`src/rtl/dmem_arbiter.sv`:
```
// Two-port arbiter for the single-port data memory: port 0 has priority, port 1 is guaranteed service and may lock.
// Define DMEM_ARB_STATS_EN to add the CNT0/CNT1/CONFLICTS statistics outputs.
module dmem_arbiter #(
  parameter int DWL     = 32,
  parameter int AWL     = 9,
  parameter int MAXWAIT = 4
) (
  input  logic           CLK,
  input  logic           RSTN,
  input  logic           REQ0,
  input  logic           WE0,
  input  logic [AWL-1:0] ADDR0,
  input  logic [DWL-1:0] WD0,
  output logic           GNT0,
  output logic           STALL0,
  input  logic           REQ1,
  input  logic           LOCK1,
  input  logic           WE1,
  input  logic [AWL-1:0] ADDR1,
  input  logic [DWL-1:0] WD1,
  output logic           GNT1,
  output logic [DWL-1:0] RDATA,
  output logic           RVALID0,
  output logic           RVALID1,
  output logic [AWL-1:0] DMA,
  output logic [DWL-1:0] DMWD,
  output logic           DMWE,
  input  logic [DWL-1:0] DMRD
`ifdef DMEM_ARB_STATS_EN
  ,
  output logic [31:0]    CNT0,
  output logic [31:0]    CNT1,
  output logic [15:0]    CONFLICTS
`endif
);

  typedef enum logic [0:0] {
    OPEN    = 1'b0,
    LOCKED1 = 1'b1
  } state_t;

  localparam logic [3:0] MAXW = 4'(MAXWAIT);

  state_t         state_r;
  state_t         state_nxt_s;
  logic [3:0]     wait_r;
  logic [3:0]     wait_nxt_s;
  logic           gnt0_s;
  logic           gnt1_s;
  logic           rd0_s;
  logic           rd1_s;
  logic [DWL-1:0] rdata_r;
  logic           rvalid0_r;
  logic           rvalid1_r;

  // Grant decision and lock state transitions.
  always_comb begin
    gnt0_s      = 1'b0;
    gnt1_s      = 1'b0;
    state_nxt_s = state_r;
    case (state_r)
      OPEN: begin
        if (REQ1 && (!REQ0 || (wait_r == MAXW))) begin
          gnt1_s = 1'b1;
        end else begin
          gnt0_s = REQ0;
        end
        if (gnt1_s && LOCK1) begin
          state_nxt_s = LOCKED1;
        end else begin
          state_nxt_s = OPEN;
        end
      end
      LOCKED1: begin
        gnt1_s = REQ1;
        if (LOCK1) begin
          state_nxt_s = LOCKED1;
        end else begin
          state_nxt_s = OPEN;
        end
      end
      default: begin
        state_nxt_s = OPEN;
      end
    endcase
  end

  // Starvation counter for port 1, saturating at MAXWAIT.
  always_comb begin
    wait_nxt_s = wait_r;
    if (gnt1_s || !REQ1) begin
      wait_nxt_s = 4'd0;
    end else if (wait_r == MAXW) begin
      wait_nxt_s = wait_r;
    end else begin
      wait_nxt_s = wait_r + 4'd1;
    end
  end

  // Memory-side mux; write enable is suppressed while reset is asserted.
  always_comb begin
    DMA  = ADDR0;
    DMWD = WD0;
    if (gnt1_s) begin
      DMA  = ADDR1;
      DMWD = WD1;
    end else begin
      DMA  = ADDR0;
      DMWD = WD0;
    end
    DMWE = RSTN & ((gnt0_s & WE0) | (gnt1_s & WE1));
  end

  assign GNT0    = gnt0_s;
  assign GNT1    = gnt1_s;
  assign STALL0  = REQ0 & ~gnt0_s;
  assign rd0_s   = gnt0_s & ~WE0;
  assign rd1_s   = gnt1_s & ~WE1;
  assign RDATA   = rdata_r;
  assign RVALID0 = rvalid0_r;
  assign RVALID1 = rvalid1_r;

  // State, wait counter and registered read return.
  always_ff @(posedge CLK) begin
    if (!RSTN) begin
      state_r   <= OPEN;
      wait_r    <= 4'd0;
      rdata_r   <= '0;
      rvalid0_r <= 1'b0;
      rvalid1_r <= 1'b0;
    end else begin
      state_r   <= state_nxt_s;
      wait_r    <= wait_nxt_s;
      rvalid0_r <= rd0_s;
      rvalid1_r <= rd1_s;
      if (rd0_s || rd1_s) begin
        rdata_r <= DMRD;
      end else begin
        rdata_r <= rdata_r;
      end
    end
  end

`ifdef DMEM_ARB_STATS_EN
  logic [31:0] cnt0_r;
  logic [31:0] cnt1_r;
  logic [15:0] conf_r;

  // Grant counters wrap; the conflict counter saturates.
  always_ff @(posedge CLK) begin
    if (!RSTN) begin
      cnt0_r <= 32'd0;
      cnt1_r <= 32'd0;
      conf_r <= 16'd0;
    end else begin
      cnt0_r <= cnt0_r + {31'd0, gnt0_s};
      cnt1_r <= cnt1_r + {31'd0, gnt1_s};
      if (REQ0 && REQ1 && (conf_r != 16'hFFFF)) begin
        conf_r <= conf_r + 16'd1;
      end else begin
        conf_r <= conf_r;
      end
    end
  end

  assign CNT0      = cnt0_r;
  assign CNT1      = cnt1_r;
  assign CONFLICTS = conf_r;
`endif

endmodule

```
`config.mk`:
```
export PLATFORM = sky130hd
export DESIGN_NAME = dmem_arbiter
export DESIGN_NICKNAME = d
export VERILOG_FILES = /design/src/rtl/dmem_arbiter.sv
export SDC_FILE = /design/constraint.sdc
export NUM_CORES = 1
export LEC_CHECK = 0
export ABC_AREA = 1
export CORE_ASPECT_RATIO = 0.75
export CORE_MARGIN = 2
export CORE_UTILIZATION = 33
export CTS_CLUSTER_SIZE = 24
export DETAILED_ROUTE_END_ITERATION = 8
export PLACE_DENSITY = 0.87
export SYNTH_ARGS = -nofsm -noshare
export SYNTH_HDL_FRONTEND = slang
export SYNTH_SLANG_ARGS = --single-unit
```
`constraint.sdc`:
```
create_clock -name CLK -period 2 [get_ports CLK]
set_input_delay 0.4 -clock CLK [delete_from_list [all_inputs] [get_ports CLK]]
set_output_delay 0.4 -clock CLK [all_outputs]
set_load 0.005 [all_outputs]
```
==> impl_results.md, run 1 <==
* Drt first pass iters at 4
* Final core utilization at 75.5%
* Grt total ovfl at 0
* CTS Root Cell: clkbuf_8
* Cells along the critical path: inv_2 > ha_4 > nand3_4 > nand3_4 > nand2_4 > buf_12 > clkinv_16 > buf_12 > buf_12 > nand2_2 > nand2_1 > buf_2
* Largest net degree at the start of global routing at 66
* Routed len/inst at 14.9 um
* RSZ-0062 raised after global routing: yes
* Worst hold path class: reg -> reg
* Post-synth EDFFs at 0
* Die ar. at between 0.008 and 0.009 mm^2
* Cell Area, Placed at ~0.0046 mm^2
* Mapped Cells at just under 400
* Sink Count at 39
* DRC viols at 0
* Most used cell, CP: buf_12
* Critical path class: reg -> out
* Distinct cell type count of the synthesized netlist at 21
* Slew headroom at 75.8%
* Fin nets at about 750
* Count of state elements after synthesis at 39
* CTS clk-pin slew, worst paths at around 0.080 ns
* Max-cap violations at 0
* Die X at between 100 and 150 um
* Ant. Diodes at 0
* Worst Max-Slew Pin Slew at 0.363 ns
* Compound-cell area share of the yosys netlist at 10.7%
* Fin crit share at 112%
* Final Cell Area at 0.00548 mm^2
* Initial Util at 33.7%
* Syn Nets at 515
* Synth Warn # at 0
* Lkg Pwr at between 2 and 3 nW
* Via density at about 4.6
* CTS buffer count at 5
* Row Count at 27
* Critical path arrival at around 1.8 ns
* Ranking of synthesized cells by area: dfxtp_1 32%, nand2_1 25%, nand3_1 7.0%, a21oi_2 6.8%, inv_1 6.3%
* Post-route setup slack at -0.241 ns
* Share of the synthesized area in the top cell type at 31.9%
* IO Port Bufs at 199
* Die outline height at 78.5 um
* CTS tree: yes
* Area grow syn2layout at 124%
* Synth Area in XOR/XNOR at less than 1%
* Boundary Pins at 200
* Cell area power density at 506 mW/mm^2
* Fin. Hold Viols at 0
* Startpoint types: register
* Fillcell total at 536
* Initial antenna violation count at 0
* Final HPWL DP at 6770 um
* Worst vdd ir at 0.000329 V
* Ys async rst share at 0%
* Syn_area_per_cell at 6.24 um^2
* Final Slew Violations at 0
* Maximum clock rate at about 450 MHz
* Leading cell type by number of instances after synthesis: nand2_1
* Worst Clk Skew at between 0.007 and 0.008 ns
* CTS HTree Levels at 2
* Post-Syn Area at 0.00244 mm^2
* Most frequent cells after synthesis: 161 x nand2_1, 41 x inv_1, 40 x nor2_1
* First DRT Iteration DRCs at 82
* Worst skew pair latency at slightly below 0.3 ns
* Total GRT Usage at 25.9%
* Crit path max fanout at 8
* Yosys top cell by area: dfxtp_1
* Fin cells at 733
* Adder-Cell Fraction of Synth Area at 1.02%
* First-pass GRT wire length at 16400 um
* Final setup violation count at 43
* DP Cell Count at 691
* CP required at between 1.5 and 2 ns
* Core Box Area at 0.00726 mm^2
* Final WL at between 10000 and 15000 um
* Critical path's largest stage delay at 0.34 ns
* Simple-Gate Fraction of Synth Area at 40.7%
* Post-synthesis mux area share at 0%
* Share of cells above drive strength 1 at 35.0%
* Post-synth top flop: dfxtp_1
* CP max-delay cell: dfxtp_2
* Vias in the first global route at about 3500
* Register area share after synthesis at 31.9%
* Main combinational cell family by area after synthesis: simple AND/OR/NAND/NOR gates
* Period minus WS final at 2.24 ns
* Vias at between 3000 and 4000
* Clock tree buffer depth at 2
* Post-route ant nets at 0
* RD Place Congestion at 0.849
* Worst Setup End Kind: primary output
* Status: finished, violations left
* Failing checks: setup timing
* Hold-fix buffers at CTS at 0
-- stage by stage --
stage / total power [mW] / TNS, ns / hold WS (ns) / worst slack, ns
6_report: 2.77 / -7.17 / 0.542 / -0.241
2_1_floorplan: 1.22 / 0 / 0.481 / 0.219
4_1_cts: 2.72 / -6.49 / 0.545 / -0.222
3_3_place_gp: 1.78 / -15.68 / 0.523 / -0.415
3_5_place_dp: 1.80 / -17.08 / 0.534 / -0.433
5_1_grt: 2.93 / -11.13 / 0.578 / -0.325
-- power by group --
part / total (mW) / switching, mW / internal (mW)
Combinational: 1.12 / 0.448 / 0.674
Clock: 0.781 / 0.282 / 0.499
Sequential: 0.871 / 0.0315 / 0.839
Total: 2.77 / 0.762 / 2.01
-- path summary, 6_finish.rpt --
kind | from | end | slack, ns | depth (start not counted)
hold reg to reg | RDATA[24] | RDATA[24] | 0.54 | 4
setup / recovery | wait_r[0] | DMWD[23] | -0.24 | 12
hold / removal | RDATA[24] | RDATA[24] | 0.54 | 4
setup reg to reg | wait_r[0] | RDATA[16] | 0.11 | 12
-- final cells by class --
| cell class | count | area [um^2] | area share, % |
|---|---|---|---|
| repair buffers | 258 | 2650 | 48.3 |
| multi-input cells | 285 | 1610 | 29.3 |
| flip-flops and latches | 39 | 783 | 14.3 |
| inverters | 42 | 184 | 3.35 |
| well taps | 101 | 126 | 2.30 |
| clock buffers | 6 | 72.6 | 1.32 |
| clock inverters | 2 | 60.1 | 1.10 |
-- repair_timing --
action | CTS | global route
gates resized for setup | 266 | 60
pin swaps | 18 | 18
setup buffers | 15 | 9
setup endpoints to repair | 45 | 47
gates cloned | 13 | 0
-- layout by cell type (no fill, tap or decap) --
| master | count |
|---|---|
| ha_4 | 1 |
| nand3_2 | 3 |
| clkinv_16 | 1 |
| inv_1 | 38 |
| xnor2_1 | 1 |
| clkbuf_1 | 1 |
| dfxtp_1 | 37 |
| a21oi_1 | 16 |
| clkdlybuf4s50_1 | 153 |
| buf_16 | 11 |
| nor2_1 | 39 |
| buf_12 | 9 |
| nand4_1 | 2 |
| nor2_2 | 1 |
| inv_2 | 3 |
| o21ai_0 | 2 |
| dlygate4sd2_1 | 1 |
| buf_8 | 2 |
| buf_4 | 26 |
| nand2_1 | 87 |
| nand3_1 | 33 |
| buf_6 | 19 |
| nand2_2 | 58 |
| a21oi_2 | 20 |
| buf_2 | 37 |
| clkbuf_8 | 5 |
| dfxtp_2 | 2 |
| nand2_4 | 18 |
| nor3_2 | 1 |
| nand3_4 | 2 |
| bufinv_16 | 2 |
| ha_1 | 1 |
-- flip-flops by register name (all words and copies together) (netlist names) --
name and cells:
RDATA 32, wait_r 4, RVALID0 1, RVALID1 1, state_r 1
-- logic make-up after synthesis --
group                      count (synthesis)
xor gates and xnor gates                   1
and+or+nand+nor                          244
adders and majority gates                  2
DFF                                       39
AOI/OAI and AO/OA                         38
buffers and inverters                     68
-- routing by layer --
metal	wire length [um]	global-route usage (%)	part of all wire, %
met1	4060	28.0	37
met2	5660	47.9	52
met3	845	6.95	7.7
met4	379	8.95	3.5
met5	0	0	0
-- worst max-delay path: cells and delay by family (launching register included) --
kind	cells	cell delay, ns
buf+inv	6	0.65
fa+ha+maj	1	0.17
flops	1	0.34
simple gates	5	0.39
Power figures use the tool's default switching activity.
==> run 2: changes to the inputs <==
--- a/config.mk
+++ b/config.mk
@@ -8,10 +8,12 @@
 export ABC_AREA = 1
 export CORE_ASPECT_RATIO = 0.75
 export CORE_MARGIN = 2
-export CORE_UTILIZATION = 33
+export CORE_UTILIZATION = 34
+export CTS_BUF_LIST = sky130_fd_sc_hd__clkbuf_8
 export CTS_CLUSTER_SIZE = 24
 export DETAILED_ROUTE_END_ITERATION = 8
-export PLACE_DENSITY = 0.87
+export MAX_ROUTING_LAYER = met4
+export PLACE_DENSITY = 0.9
 export SYNTH_ARGS = -nofsm -noshare
 export SYNTH_HDL_FRONTEND = slang
 export SYNTH_SLANG_ARGS = --single-unit
==> run 2 against run 1 <==
Net effect: the run still ends with setup timing left; clock skew decreased by 0.0029 ns; final area down 3.4%; critical path depth is the same; sequential power about the same; highest routed layer unchanged.
==> impl_results.md, run 2 (synthesis gave the netlist of run 1 again) <==
* Core Box Area at 0.00690 mm^2 (-5.0%)
* Cell depth of the worst hold path at 4 (unchanged)
* Fin crit share at 113% (+0.95 points)
* Final Cell Area at 0.00529 mm^2 (-3.4%)
* Cell Area, Placed at 0.00457 mm^2 (-0.52%)
* Die outline height at 77.4 um (-1.4%)
* Flop2flop setup slack at 0.12 ns (about the same)
* Die X at 102 um (-1.4%)
* R2r worst-path depth at 13 (+1)
* Total GRT Usage at 26.5% (+0.55 points)
* P_int at 1.71 mW (-15%)
* Commonest non-fill, non-tap cell in the layout: clkdlybuf4s50_1
* Switch share at 31.0% (+3.6 points)
* Worst R2R End: RDATA[13]
* GR peak layer: met2
* CTS HTree Levels at 2 (unchanged)
* Largest net degree at the start of global routing at 48 (-27%)
* Die ar. at 0.00789 mm^2 (-2.8%)
* RSZ-0062 raised after global routing: yes
* Slew headroom at 75.9% (+0.096 points)
* Worst Max-Slew Pin Slew at 0.362 ns (-0.00145 ns)
* Met2 usage at 49.9% (+2.0 points)
* Post-route ant nets at 0 (unchanged)
* Largest register FFs at 32 (unchanged)
* Final Slew Violations at 0 (unchanged)
* Comb pwr share at 44.6% (+4.1 points)
* Vias at 3505 (+3.1%)
* Cell area power density at 469 mW/mm^2 (-7.2%)
* Via density at 4.89 (+5.5%)
* Grt total ovfl at 0 (unchanged)
* Boundary Pins at 200 (unchanged)
* Fin nets at 741 (-1.7%)
* Area of the multi-input gates at 0.00169 mm^2 (+4.9%)
* Fin. Hold Viols at 0 (unchanged)
* Critical path class: reg -> out
* Max-cap violations at 0 (unchanged)
* Final HPWL DP at 7170 um (+5.8%)
* First-pass GRT wire length at 16200 um (-1.3%)
* CTS tree: yes
* Worst skew pair latency at 0.29 ns (about the same)
* CP required at 1.60 ns (about the same)
* Hold slack at 0.540 ns (-0.00163 ns)
* Register Area at 783 um^2 (unchanged)
* Period minus WS final at 2.26 ns (+0.0190 ns)
* Worst reg2reg path startpoint: wait_r[1]
* Hold_sp: RDATA[11]
* Ant. Diodes at 0 (unchanged)
* Psw at 771 uW (+1.2%)
* Share of cells above drive strength 1 at 33.3% (-1.7 points)
* First DRT Iteration DRCs at 168 (+100%)
* Area grow syn2layout at 117%
* Seq pwr share at 35.1% (+3.7 points)
* Worst Setup End Kind: primary output
* CTS buffer count at 5 (unchanged)
* Final setup violation count at 45 (+4.7%)
* Post-route setup slack at -0.260 ns (-0.0190 ns)
* GR Layer Usage met3 at 5.77% (-1.2 points)
* Final WL at 12000 um (+10%)
* DRC viols at 0 (unchanged)
* Final core utilization at 76.8% (+1.3 points)
* Routed len/inst at 16.8 um (+12%)
* Critical path arrival at 1.86 ns (+0.02 ns)
* Vias in the first global route at 3490 (+0.14%)
* Status: finished, violations left
* CTS clk-pin slew, worst paths at 0.08 ns (about the same)
* Crit path max fanout at 6 (-2)
* Fillcell total at 451 (-16%)
* Startpoint types: register
* M1 GR Usage at 26.9% (-1.1 points)
* Clock tree buffer depth at 2 (unchanged)
* Initial Util at 35.4% (+1.8 points)
* WHS Endpoint: RDATA[11]
* Initial antenna violation count at 0 (unchanged)
* Drt first pass iters at 4 (unchanged)
* Worst hold path class: reg -> reg
* Maximum clock rate at 442 MHz (-0.84%)
* CTS Root Cell: clkbuf_8
* Clk network pwr share at 20.3% (-7.8 points)
* Sink Count at 39 (unchanged)
* RD Place Congestion at 0.981 (+16%)
* Worst Setup SP: wait_r[1]
* Most frequent cells in the layout: 153 x clkdlybuf4s50_1, 86 x nand2_1, 45 x nand2_2
* Worst vdd ir at 0.000266 V (-19%)
* Worst Clk Skew at 0.00469 ns (-0.00290 ns)
* Failing checks: setup timing
* PnR Total Power at 2.48 mW (-10%)
* Row Count at 26 (-3.7%)
* Lkg Pwr at 2.54 nW (-3.0%)
* IO Port Bufs at 199 (unchanged)
-- run 2: through the flow --
stage / setup slack (ns) / setup TNS (ns) / instances
floorplan: 0.219 / 0 / 392
global placement: -0.425 / -17.48 / 687
detailed placement: -0.458 / -18.92 / 687
CTS: -0.217 / -6.25 / 717
global route: -0.332 / -10.16 / 717
finish: -0.260 / -6.97 / 717
-- run 2: power groups by stage --
stage,Clock (mW),Combinational (mW),Sequential (mW)
floorplan,0,0.326,0.893
global placement,0,0.896,0.885
detailed placement,0,0.913,0.889
CTS,0.517,0.994,0.872
global route,0.551,1.18,0.879
finish,0.505,1.11,0.872
-- run 2: final cells by class --
cell class	count	area share, %
tap	98	2.32
sequential	39	14.8
clock inverter	3	0.236
timing repair buffer	245	46.3
clock buffer	5	1.30
multi-input combinational	285	31.9
inverter	42	3.12
-- run 2: worst max path at each step --
stage                          end  slack (ns)  cells past startpoint
after floorplan             DMA[0]        0.22                      9
after global placement    DMWD[27]       -0.42                      8
after detailed placement    DMA[4]       -0.46                      8
after CTS                  DMWD[5]       -0.22                     11
after global routing      DMWD[15]       -0.33                     12
final                     DMWD[26]       -0.26                     12
-- run 2: layer usage --
| metal | share of wire [%] | wire length (um) |
|---|---|---|
| met4 | 3.6 | 433 |
| met3 | 7.1 | 852 |
| met1 | 38 | 4530 |
| met2 | 52 | 6230 |
| met5 | 0 | 0 |
-- run 2: repair_timing --
action / 4_1_cts / 5_1_grt
gates resized for setup: 224 / 109
setup endpoints to repair: 45 / 45
hold buffers: 0 / 0
gates cloned: 6 / 1
pin swaps: 10 / 19
buffers inserted: 16 / 5
-- run 2: worst max-delay path: stages, from the launching register on --
cell and delay [ns]:
dfxtp_2 0.34, inv_2 0.08, ha_4 0.15, nand3_4 0.09
nand3_4 0.10, nand2_4 0.08, buf_6 0.14, buf_12 0.12
buf_12 0.13, buf_6 0.12, nand2_4 0.05, nand2_2 0.05
buf_2 0.12
==> run 3: changes to the inputs <==
--- a/config.mk
+++ b/config.mk
@@ -6,6 +6,8 @@
 export NUM_CORES = 1
 export LEC_CHECK = 0
 export ABC_AREA = 1
+export ABC_CLOCK_PERIOD_IN_PS = 2000
+export CAP_MARGIN = 20
 export CORE_ASPECT_RATIO = 0.75
 export CORE_MARGIN = 2
 export CORE_UTILIZATION = 34
@@ -14,6 +16,7 @@
 export DETAILED_ROUTE_END_ITERATION = 8
 export MAX_ROUTING_LAYER = met4
 export PLACE_DENSITY = 0.9
+export SLEW_MARGIN = 20
 export SYNTH_ARGS = -nofsm -noshare
 export SYNTH_HDL_FRONTEND = slang
 export SYNTH_SLANG_ARGS = --single-unit
==> results of run 3 <==
No change in the layout: final DEF, timing and power equal those of run 2.
